## src/rtl/accel_pkg.sv

```systemverilog
`default_nettype none
// ============================================================================
// Module      : accel_pkg
// Description : Shared definitions for the neuron accelerator datapath:
//               MAC state encoding, default Q-format widths and the
//               accumulator width helper.
// Revision    : 1.0 - initial release
// ============================================================================
package accel_pkg;

  localparam int c_def_int_width  = 16;
  localparam int c_def_frac_width = 16;
  localparam int c_def_n_inputs   = 8;

  typedef enum logic [1:0] {
    ST_IDLE  = 2'd0,
    ST_ACCUM = 2'd1,
    ST_DRAIN = 2'd2,
    ST_BIAS  = 2'd3
  } mac_state_e;

  // Wide enough for N full-precision products (after the fractional shift)
  // plus a bias, with one spare bit so the running sum never wraps.
  function automatic int acc_width(input int int_w, input int frac_w, input int n_inputs);
    return 2 * int_w + frac_w + $clog2(n_inputs) + 1;
  endfunction

endpackage
`default_nettype wire

```

## src/rtl/neuron_mac_if.sv

```systemverilog
`default_nettype none
// ============================================================================
// Module      : neuron_mac_if
// Description : Beat-in / result-out bundle between a producer, the MAC and
//               the downstream activation stage.
// Revision    : 1.0 - initial release
// ============================================================================
interface neuron_mac_if #(
  parameter int DATA_W = 32
);

  logic              in_valid;
  logic              in_ready;
  logic [DATA_W-1:0] data_in;
  logic [DATA_W-1:0] weight_in;
  logic [DATA_W-1:0] bias;
  logic              out_valid;
  logic [DATA_W-1:0] sum_out;
  logic              sat;

  modport master (
    output in_valid, data_in, weight_in, bias,
    input  in_ready, out_valid, sum_out, sat
  );

  modport slave (
    input  in_valid, data_in, weight_in, bias,
    output in_ready, out_valid, sum_out, sat
  );

endinterface
`default_nettype wire

```

## src/rtl/fx_saturate.sv

```systemverilog
`default_nettype none
// ============================================================================
// Module      : fx_saturate
// Description : Clamps a wide signed fixed-point value into the signed
//               INT_WIDTH.FRAC_WIDTH format and flags when clamping happened.
// Revision    : 1.0 - initial release
// ============================================================================
module fx_saturate
  import accel_pkg::*;
#(
  parameter int IN_W       = acc_width(c_def_int_width, c_def_frac_width, c_def_n_inputs),
  parameter int INT_WIDTH  = c_def_int_width,
  parameter int FRAC_WIDTH = c_def_frac_width
) (
  input  logic signed [IN_W-1:0]                 din,
  output logic signed [INT_WIDTH+FRAC_WIDTH-1:0] dout,
  output logic                                   sat
);

  localparam int c_out_w = INT_WIDTH + FRAC_WIDTH;

  // The value fits exactly when every bit from the output sign bit upward
  // agrees with the input sign bit.
  logic [IN_W-c_out_w:0] w_hi;
  logic                  w_fits;

  assign w_hi   = din[IN_W-1:c_out_w-1];
  assign w_fits = (&w_hi) | ~(|w_hi);

  // Pass through when representable, otherwise pin to the nearest rail.
  always_comb begin
    sat  = ~w_fits;
    dout = din[c_out_w-1:0];
    if (!w_fits) begin
      dout = din[IN_W-1] ? {1'b1, {(c_out_w-1){1'b0}}}
                         : {1'b0, {(c_out_w-1){1'b1}}};
    end
  end

endmodule
`default_nettype wire

```

## src/rtl/neuron_mac.sv

```systemverilog
`default_nettype none
// ============================================================================
// Module      : neuron_mac
// Description : Streaming dot product of N_INPUTS signed Q-format beats plus
//               a bias, saturated back to the input format. One result pulse
//               per vector, three cycles after the last beat is accepted.
// Revision    : 1.0 - initial release
// ============================================================================
module neuron_mac
  import accel_pkg::*;
#(
  parameter int INT_WIDTH  = c_def_int_width,
  parameter int FRAC_WIDTH = c_def_frac_width,
  parameter int N_INPUTS   = c_def_n_inputs
) (
  input  logic        clk,
  input  logic        rst_n,
  neuron_mac_if.slave bus
);

  localparam int c_dw    = INT_WIDTH + FRAC_WIDTH;
  localparam int c_pw    = 2 * c_dw;
  localparam int c_acc_w = acc_width(INT_WIDTH, FRAC_WIDTH, N_INPUTS);
  localparam int c_cnt_w = (N_INPUTS > 1) ? $clog2(N_INPUTS) : 1;
  localparam logic [c_cnt_w-1:0] c_last = c_cnt_w'(N_INPUTS - 1);

  mac_state_e                r_state;
  mac_state_e                w_state_nxt;
  logic [c_cnt_w-1:0]        r_cnt;
  logic signed [c_pw-1:0]    r_prod;
  logic                      r_prod_vld;
  logic signed [c_acc_w-1:0] r_acc;
  logic signed [c_dw-1:0]    r_bias;
  logic                      r_out_valid;
  logic signed [c_dw-1:0]    r_sum;
  logic                      r_sat;

  logic                      w_ready;
  logic                      w_accept;
  logic                      w_first;
  logic signed [c_dw-1:0]    w_data;
  logic signed [c_dw-1:0]    w_weight;
  logic signed [c_pw-1:0]    w_prod;
  logic signed [c_acc_w-1:0] w_prod_ext;
  logic signed [c_acc_w-1:0] w_bias_ext;
  logic signed [c_acc_w-1:0] w_sum;
  logic signed [c_dw-1:0]    w_sat_dout;
  logic                      w_sat_flag;

  // Ready is held low while reset is asserted so nothing is taken then.
  assign w_ready  = rst_n && ((r_state == ST_IDLE) || (r_state == ST_ACCUM));
  assign w_accept = bus.in_valid && w_ready;
  assign w_first  = w_accept && (r_state == ST_IDLE);

  assign w_data     = bus.data_in;
  assign w_weight   = bus.weight_in;
  assign w_prod     = c_pw'(w_data) * c_pw'(w_weight);
  // Arithmetic shift gives floor rounding; the dropped top bits are pure
  // sign extension because a shifted product always fits in c_acc_w.
  assign w_prod_ext = c_acc_w'(r_prod >>> FRAC_WIDTH);
  assign w_bias_ext = c_acc_w'(r_bias);
  assign w_sum      = r_acc + w_bias_ext;

  assign bus.in_ready  = w_ready;
  assign bus.out_valid = r_out_valid;
  assign bus.sum_out   = r_sum;
  assign bus.sat       = r_sat;

  // Next-state decode for the beat / drain / bias sequence.
  always_comb begin
    w_state_nxt = r_state;
    case (r_state)
      ST_IDLE:  if (w_accept) w_state_nxt = (N_INPUTS == 1) ? ST_DRAIN : ST_ACCUM;
      ST_ACCUM: if (w_accept && (r_cnt == c_last)) w_state_nxt = ST_DRAIN;
      ST_DRAIN: w_state_nxt = ST_BIAS;
      ST_BIAS:  w_state_nxt = ST_IDLE;
      default:  w_state_nxt = ST_IDLE;
    endcase
  end

  // State register.
  always_ff @(posedge clk or negedge rst_n) begin
    if (!rst_n) r_state <= ST_IDLE;
    else        r_state <= w_state_nxt;
  end

  // Beat index within the vector; parks on the last index until BIAS clears it.
  always_ff @(posedge clk or negedge rst_n) begin
    if (!rst_n)                          r_cnt <= '0;
    else if (r_state == ST_BIAS)         r_cnt <= '0;
    else if (w_accept && r_cnt != c_last) r_cnt <= r_cnt + c_cnt_w'(1);
  end

  // One-cycle product pipeline; the valid flag marks a product to fold in.
  always_ff @(posedge clk or negedge rst_n) begin
    if (!rst_n) begin
      r_prod     <= '0;
      r_prod_vld <= 1'b0;
    end else begin
      r_prod_vld <= w_accept;
      if (w_accept) r_prod <= w_prod;
    end
  end

  // Accumulator: restarted and bias captured by the first beat of a vector.
  always_ff @(posedge clk or negedge rst_n) begin
    if (!rst_n) begin
      r_acc  <= '0;
      r_bias <= '0;
    end else if (w_first) begin
      r_acc  <= '0;
      r_bias <= bus.bias;
    end else if (r_prod_vld) begin
      r_acc <= r_acc + w_prod_ext;
    end
  end

  fx_saturate #(
    .IN_W       (c_acc_w),
    .INT_WIDTH  (INT_WIDTH),
    .FRAC_WIDTH (FRAC_WIDTH)
  ) u_sat (
    .din  (w_sum),
    .dout (w_sat_dout),
    .sat  (w_sat_flag)
  );

  // Result register: loaded at the end of BIAS, held until the next result.
  always_ff @(posedge clk or negedge rst_n) begin
    if (!rst_n) begin
      r_out_valid <= 1'b0;
      r_sum       <= '0;
      r_sat       <= 1'b0;
    end else begin
      r_out_valid <= (r_state == ST_BIAS);
      if (r_state == ST_BIAS) begin
        r_sum <= w_sat_dout;
        r_sat <= w_sat_flag;
      end
    end
  end

endmodule
`default_nettype wire

```

## src/flat_wrapper.sv

```systemverilog
// flat-port wrapper written by rule: the top's interface ports become plain ports
module neuron_mac_flat import accel_pkg::*;
#(
  parameter int INT_WIDTH  = c_def_int_width,
  parameter int FRAC_WIDTH = c_def_frac_width,
  parameter int N_INPUTS   = c_def_n_inputs
)
  (clk, rst_n, bus_in_valid, bus_data_in, bus_weight_in, bus_bias, bus_in_ready, bus_out_valid, bus_sum_out, bus_sat);
  neuron_mac_if #(.DATA_W(32)) bus_i ();
  input  logic clk;
  input  logic rst_n;
  input wire logic [$bits(bus_i.in_valid)-1:0] bus_in_valid;
  input wire logic [$bits(bus_i.data_in)-1:0] bus_data_in;
  input wire logic [$bits(bus_i.weight_in)-1:0] bus_weight_in;
  input wire logic [$bits(bus_i.bias)-1:0] bus_bias;
  output wire logic [$bits(bus_i.in_ready)-1:0] bus_in_ready;
  output wire logic [$bits(bus_i.out_valid)-1:0] bus_out_valid;
  output wire logic [$bits(bus_i.sum_out)-1:0] bus_sum_out;
  output wire logic [$bits(bus_i.sat)-1:0] bus_sat;
  assign bus_i.in_valid = bus_in_valid;
  assign bus_i.data_in = bus_data_in;
  assign bus_i.weight_in = bus_weight_in;
  assign bus_i.bias = bus_bias;
  assign bus_in_ready = bus_i.in_ready;
  assign bus_out_valid = bus_i.out_valid;
  assign bus_sum_out = bus_i.sum_out;
  assign bus_sat = bus_i.sat;
  neuron_mac #(.INT_WIDTH(INT_WIDTH), .FRAC_WIDTH(FRAC_WIDTH), .N_INPUTS(N_INPUTS)) u_core (.clk(clk), .rst_n(rst_n), .bus(bus_i));
endmodule
```

## config.mk

```make
export PLATFORM = sky130hd
export DESIGN_NAME = neuron_mac_flat
export DESIGN_NICKNAME = d
export VERILOG_FILES = /design/src/rtl/accel_pkg.sv /design/src/rtl/neuron_mac_if.sv /design/src/rtl/fx_saturate.sv /design/src/rtl/neuron_mac.sv /design/src/flat_wrapper.sv
export SDC_FILE = /design/constraint.sdc
export NUM_CORES = 2
export LEC_CHECK = 0
export ABC_AREA = 0
export CAP_MARGIN = 5
export CORE_UTILIZATION = 61
export CTS_CLUSTER_SIZE = 30
export DETAILED_ROUTE_END_ITERATION = 8
export HOLD_SLACK_MARGIN = 0.05
export PLACE_DENSITY = 0.91
export RECOVER_POWER = 100
export REMOVE_ABC_BUFFERS = 1
export SLEW_MARGIN = 40
export SYNTH_ARGS = -nofsm -noshare
export SYNTH_HDL_FRONTEND = slang
export SYNTH_SLANG_ARGS = --single-unit
```

## constraint.sdc

```tcl
create_clock -name clk -period 5.1 [get_ports clk]
set_clock_uncertainty 0.1 [all_clocks]
set_input_delay 1.275 -clock clk [delete_from_list [all_inputs] [get_ports clk]]
set_output_delay 1.275 -clock clk [all_outputs]
set_load 0.005 [all_outputs]
```

==> results of run 1 <==
==> through the flow <==
| stage | instance area [sq um] | instances | utilization [%] |
|---|---|---|---|
| after floorplan | 46600 | 4980 | - |
| after CTS | 56900 | 6782 | 73.6 |
| after detailed placement | 53200 | 6583 | 68.7 |
| after global placement | 53100 | 6582 | 68.7 |
==> what timing repair did <==
item,CTS
pin swaps,260
resized for setup,576
buffers inserted,144
cloned,26
endpoints found under the setup margin,48
==> metal layers <==
metal	overflow	GRT usage, %
met2	124	74.4
met4	77	50.6
met5	0	23.9
met3	23	40.3
met1	10	56.3
==> cells by family after synthesis <==
logic type                 after synthesis  synth area share [%]
DFF                                    172                  9.03
xor gates and xnor gates               139                  2.55
and+or+nand+nor                       1627                  16.6
buffers and inverters                 1295                  10.3
adders and majority gates             1371                  53.0
AOI/OAI and AO/OA                      600                  7.79
muxes                                   34                 0.717
==> synth_stat cells, drive strengths merged (3+ instances only) <==
cell     count  area (sq um)
a41o         4          40.0
nor2       165           619
nand2b      38           238
a21boi       8          60.1
xor2        44           385
nor3        25           136
a41oi        5          43.8
and4         7          61.3
dfrtp      172          4300
a21o        69           518
inv       1037          3890
nand4       25           156
nor2b       31           194
ha         288          3600
fa        1083         21700
or4          5          37.5
nand3b       3          22.5
o21ai      176           885
or3         12          75.1
nand2      743          2790
nand3       38           190
a221oi       5          43.8
o31ai       12           104
o211a        3          30.0
nor3b        5          42.5
buf         13          96.3
a31oi       11          83.8
a211o        4          36.3
and2       506          3170
a2111oi      3          26.3
o211ai      11          82.6
o21a        25           189
and3        16           100
xnor2       95           832
mux2i       33           330
a211oi      21           158
clkbuf     245           922
o21bai      20           150
a21oi      195          1010
o22ai        6          37.5
==> flow_metrics.py, run 1 <==
metrics = {
    "clock_tree": {
        "root_buffer": "clkbuf_16",
        "cts_made_buffers": 17,
        "holdBufCountCts": 0,
        "clock-sinks": 172,
        "clockBufferDepth": 2,
        "h-tree-depth": 4,
    },
    "synthesis": {
        "synth_top_flop_cell": "dfrtp_1",
        "synth_cell_types": 77,
        "async_flop_share_pct": 100,
        "synth_cells": 5238,
        "synth_edf_count": 0,
        "ys_warn_count": 0,
        "netlist_area_sq_mm": 0.0477,
        "synth_seq_area_share_pct": 9.03,
        "syn_area_per_cell_sq_um": 9.10,
        "ys_seq_elements": 172,
    },
    "floorplan": {
        "rows": 102,
        "start_util_pct": 61.6,
        "die_h_um": 282,
        "die_w_um": 282,
        "pin_count": 134,
    },
    "global_routing": {
        "grt_remaining_overflow": 234,
        "grt_max_degree": 103,
        "grt_usage_pct": 56.3,
    },
    "placed_design": {
        "io_buffers": 133,
        "gp_congestion": 0.993,
        "dp_hpwl_um": 111000,
        "dp_slack_ns": -4.40,
    },
    "run_status": {
        "error": "[ERROR GRT-0232] Routing congestion too high. Check the congestion heatmap in the GUI.",
        "stop_stage": "global routing",
        "status": "aborted with a tool error",
    },
    "timing": {
        "worst-ep-kind": "register data pin",
        "worst_endpoint": "u_core.r_prod[40]$_DFFE_PN0P_/D",
    },
}
==> inputs of run 2 (changes only) <==
--- a/config.mk
+++ b/config.mk
@@ -7,11 +7,9 @@
 export LEC_CHECK = 0
 export ABC_AREA = 0
 export CAP_MARGIN = 5
-export CORE_UTILIZATION = 61
-export CTS_CLUSTER_SIZE = 30
+export CORE_UTILIZATION = 40
 export DETAILED_ROUTE_END_ITERATION = 8
-export HOLD_SLACK_MARGIN = 0.05
-export PLACE_DENSITY = 0.91
+export PLACE_DENSITY_LB_ADDON = 0.15
 export RECOVER_POWER = 100
 export REMOVE_ABC_BUFFERS = 1
 export SLEW_MARGIN = 40
==> run 2 against run 1 <==
The flow now finishes, with violations (capacitance limit, slew limit, setup timing). Synthesized cell count unchanged. Synthesized area did not move.
==> flow_metrics.py, run 2 <==
metrics = {
    "global_routing": {
        "antenna_found_initial": 5,
        "grt_remaining_overflow": 0,
        "grt_usage_pct": 23.9,
        "grt_pass1_vias": 39503,
        "grt_first_pass_wirelength_um": 223000,
        "grt_max_degree": 99,
    },
    "synthesis": {
        "async_flop_share_pct": 100,
        "syn_area_per_cell_sq_um": 9.10,
        "synth.area.top_cells": "fa_1 45%, dfrtp_1 9.0%, inv_1 8.2%, ha_1 7.6%, and2_1 6.6%",
        "synth_cells": 5238,
        "synth.top_cell.area_share_pct": 45.5,
        "synth_seq_area_share_pct": 9.03,
        "ys_seq_elements": 172,
        "synth_cell_types": 77,
        "synth_most_common_cell": "fa_1",
        "synthTopCellsByCount": "1083 x fa_1, 1036 x inv_1, 743 x nand2_1",
        "synth_top_flop_cell": "dfrtp_1",
        "synth_top_area_cell": "fa_1",
        "ys_warn_count": 0,
        "netlist_area_sq_mm": 0.0477,
        "synth_edf_count": 0,
    },
    "final_layout": {
        "layout_common_cells": "1018 x fa_1, 993 x inv_1, 723 x nand2_1, 464 x and2_1, 429 x buf_4",
        "layout-drive-gt1-share_pct": 17.3,
        "largest_register_ffs": 52,
        "syn_to_final_growth_pct": 22.9,
        "regMostFlops": "u_core.r_acc",
        "fillers": 11151,
        "reg_top3": "u_core.r_acc: 52 flops, u_core.r_prod: 48 flops",
        "ff_latch_area_sq_mm": 0.00431,
        "layoutNonFillerInstCount": 7297,
        "multi_input_area_sq_mm": 0.0398,
        "mostFrequentLayoutCell": "fa_1",
        "nets": 7217,
    },
    "timing": {
        "slew_viol_final": 103,
        "fin_ws_ns": -3.14,
        "finalCriticalPeriod_ns": 8.24,
        "slew_headroom_pct": -19.3,
        "rsz0062_at_grt": "true",
        "setup_tns_ns": -127.91,
        "finalCritPeriodShare_pct": 162,
        "holdWs_ns": 0.390,
        "max_freq_ghz": 0.121,
        "tightest_slew_ns": 1.79,
        "hold_violations": 0,
        "setup-violations-final": 48,
    },
    "worst_hold_path": {
        "hold_path.startpoint": "u_core.r_prod[28]$_DFFE_PN0P_",
        "whs_path_depth": 2,
        "hold_end": "u_core.r_prod[28]$_DFFE_PN0P_",
        "hp-class": "reg -> reg",
    },
    "clock_tree": {
        "h-tree-depth": 4,
        "clk_latency_ns": 0.46,
        "clock-sinks": 172,
        "cts_made_buffers": 17,
        "clockBufferDepth": 2,
        "root_buffer": "clkbuf_16",
        "cts_tree": "yes",
        "path_clk_slew_ns": 0.07,
    },
    "floorplan": {
        "core_area_sq_mm": 0.118,
        "die_w_um": 347,
        "die_h_um": 347,
        "die_area_sq_mm": 0.121,
        "start_util_pct": 40.4,
        "pin_count": 134,
        "rows": 126,
    },
    "routing": {
        "routed_wl_um": 141000,
        "drc": 0,
        "routedWlPerCell_um": 19.3,
        "vias": 36818,
        "drtAntennaViolNets": 0,
        "dr.pass1.iters": 7,
        "drtIter0Drc": 1918,
        "viasPerCell": 5.05,
    },
    "flow_run": {
        "drv_cap": 2,
    },
    "setup_path": {
        "path_class": "in -> reg",
        "start_kind": "primary input",
        "reg2reg_to": "u_core.bus.sum_out[15]$_DFFE_PN0P_",
        "crit_path_max_incr_delay_ns": 0.56,
        "worstPathArrival_ns": 8.46,
        "worstSetupStartpoint": "bus_weight_in[13]",
        "required_ns": 5.32,
        "r2r-start": "u_core.r_acc[0]$_DFFE_PN0P_",
        "ff2ff_setup_slack_ns": 0.49,
        "reg2regPathDepth": 19,
        "cp-end-kind": "flip-flop",
        "worst_path_max_delay_cell": "fa_2",
        "path_max_fanout": 5,
        "crit_top_cell": "fa_1",
    },
    "placed_design": {
        "io_buffers": 133,
        "place_inst": 7085,
        "gp_congestion": 0.852,
        "dp_hpwl_um": 110000,
    },
    "run_status": {
        "status": "finished with violations",
        "violations": "capacitance limit, slew limit, setup timing",
    },
}
==> run 2: cell counts after synthesis <==
Identical to the previous run, type by type.
==> run 2: through the flow <==
step	utilization [%]	worst slack (ns)	area, sq um
after detailed placement	45.8	-4.42	54100
after floorplan	-	-3.60	46600
after CTS	48.9	-3.14	57800
after global routing	49.6	-3.38	58600
after global placement	45.8	-4.38	54100
final	49.6	-3.14	58600
==> run 2: layer usage <==
layer	GRT usage [%]	vias to the layer above	share of wire, %
li1	-	16843	-
met1	32.0	19037	43
met2	41.7	752	50
met3	2.11	180	4.1
met4	5.49	6	2.5
met5	0	-	0.020
==> run 2: cell type report <==
| class | instances | share of cell area (%) |
|---|---|---|
| clock buffers | 19 | 0.756 |
| inverters | 1037 | 6.65 |
| multi-input cells | 3771 | 68.0 |
| well taps | 1536 | 3.28 |
| repair buffers | 748 | 13.8 |
| flip-flops and latches | 172 | 7.35 |
| diodes | 1 | 0.00427 |
| clock inverters | 13 | 0.226 |
==> run 2: logic make-up (layout without fill, tap and decap cells) <==
| group | after synthesis | count (layout) | synth area share, % |
|---|---|---|---|
| AO/OA/AOI/OAI | 600 | 600 | 7.79 |
| XOR/XNOR | 139 | 139 | 2.55 |
| adder cells (fa/ha/maj) | 1371 | 1371 | 53.0 |
| buffers and inverters | 1295 | 1817 | 10.3 |
| flip-flops | 172 | 172 | 9.03 |
| multiplexers | 34 | 34 | 0.717 |
| other | 0 | 1 | 0 |
| AND/OR/NAND/NOR | 1627 | 1627 | 16.6 |
==> run 2: what timing repair did <==
action,in CTS,in global routing
pin swaps,199,149
gates resized for setup,502,195
hold buffers,0,0
setup buffers,128,29
setup endpoints to repair,48,48
gates cloned,33,2
==> run 2: critical path, delay by kind of cell <==
family,cells,cell delay [ns]
xor+xnor,1,0.14
simple gates,3,0.34
fa+ha+maj,9,4.29
compound gates,10,1.57
buf+inv,9,0.82
==> run 2: worst max path at each step <==
| stage | cells past startpoint | to |
|---|---|---|
| finish | 32 | u_core.r_prod[54]$_DFFE_PN0P_ |
| CTS | 32 | u_core.r_prod[59]$_DFFE_PN0P_ |
| detailed placement | 30 | u_core.r_prod[57]$_DFFE_PN0P_ |
| global placement | 31 | u_core.r_prod[60]$_DFFE_PN0P_ |
| floorplan | 25 | u_core.r_prod[57]$_DFFE_PN0P_ |
| global route | 30 | u_core.r_prod[63]$_DFFE_PN0P_ |
Power of run 2 is left out: the tool's default activity adds up to more than one toggle a clock period on the data nets, which glitch-free logic cannot reach.
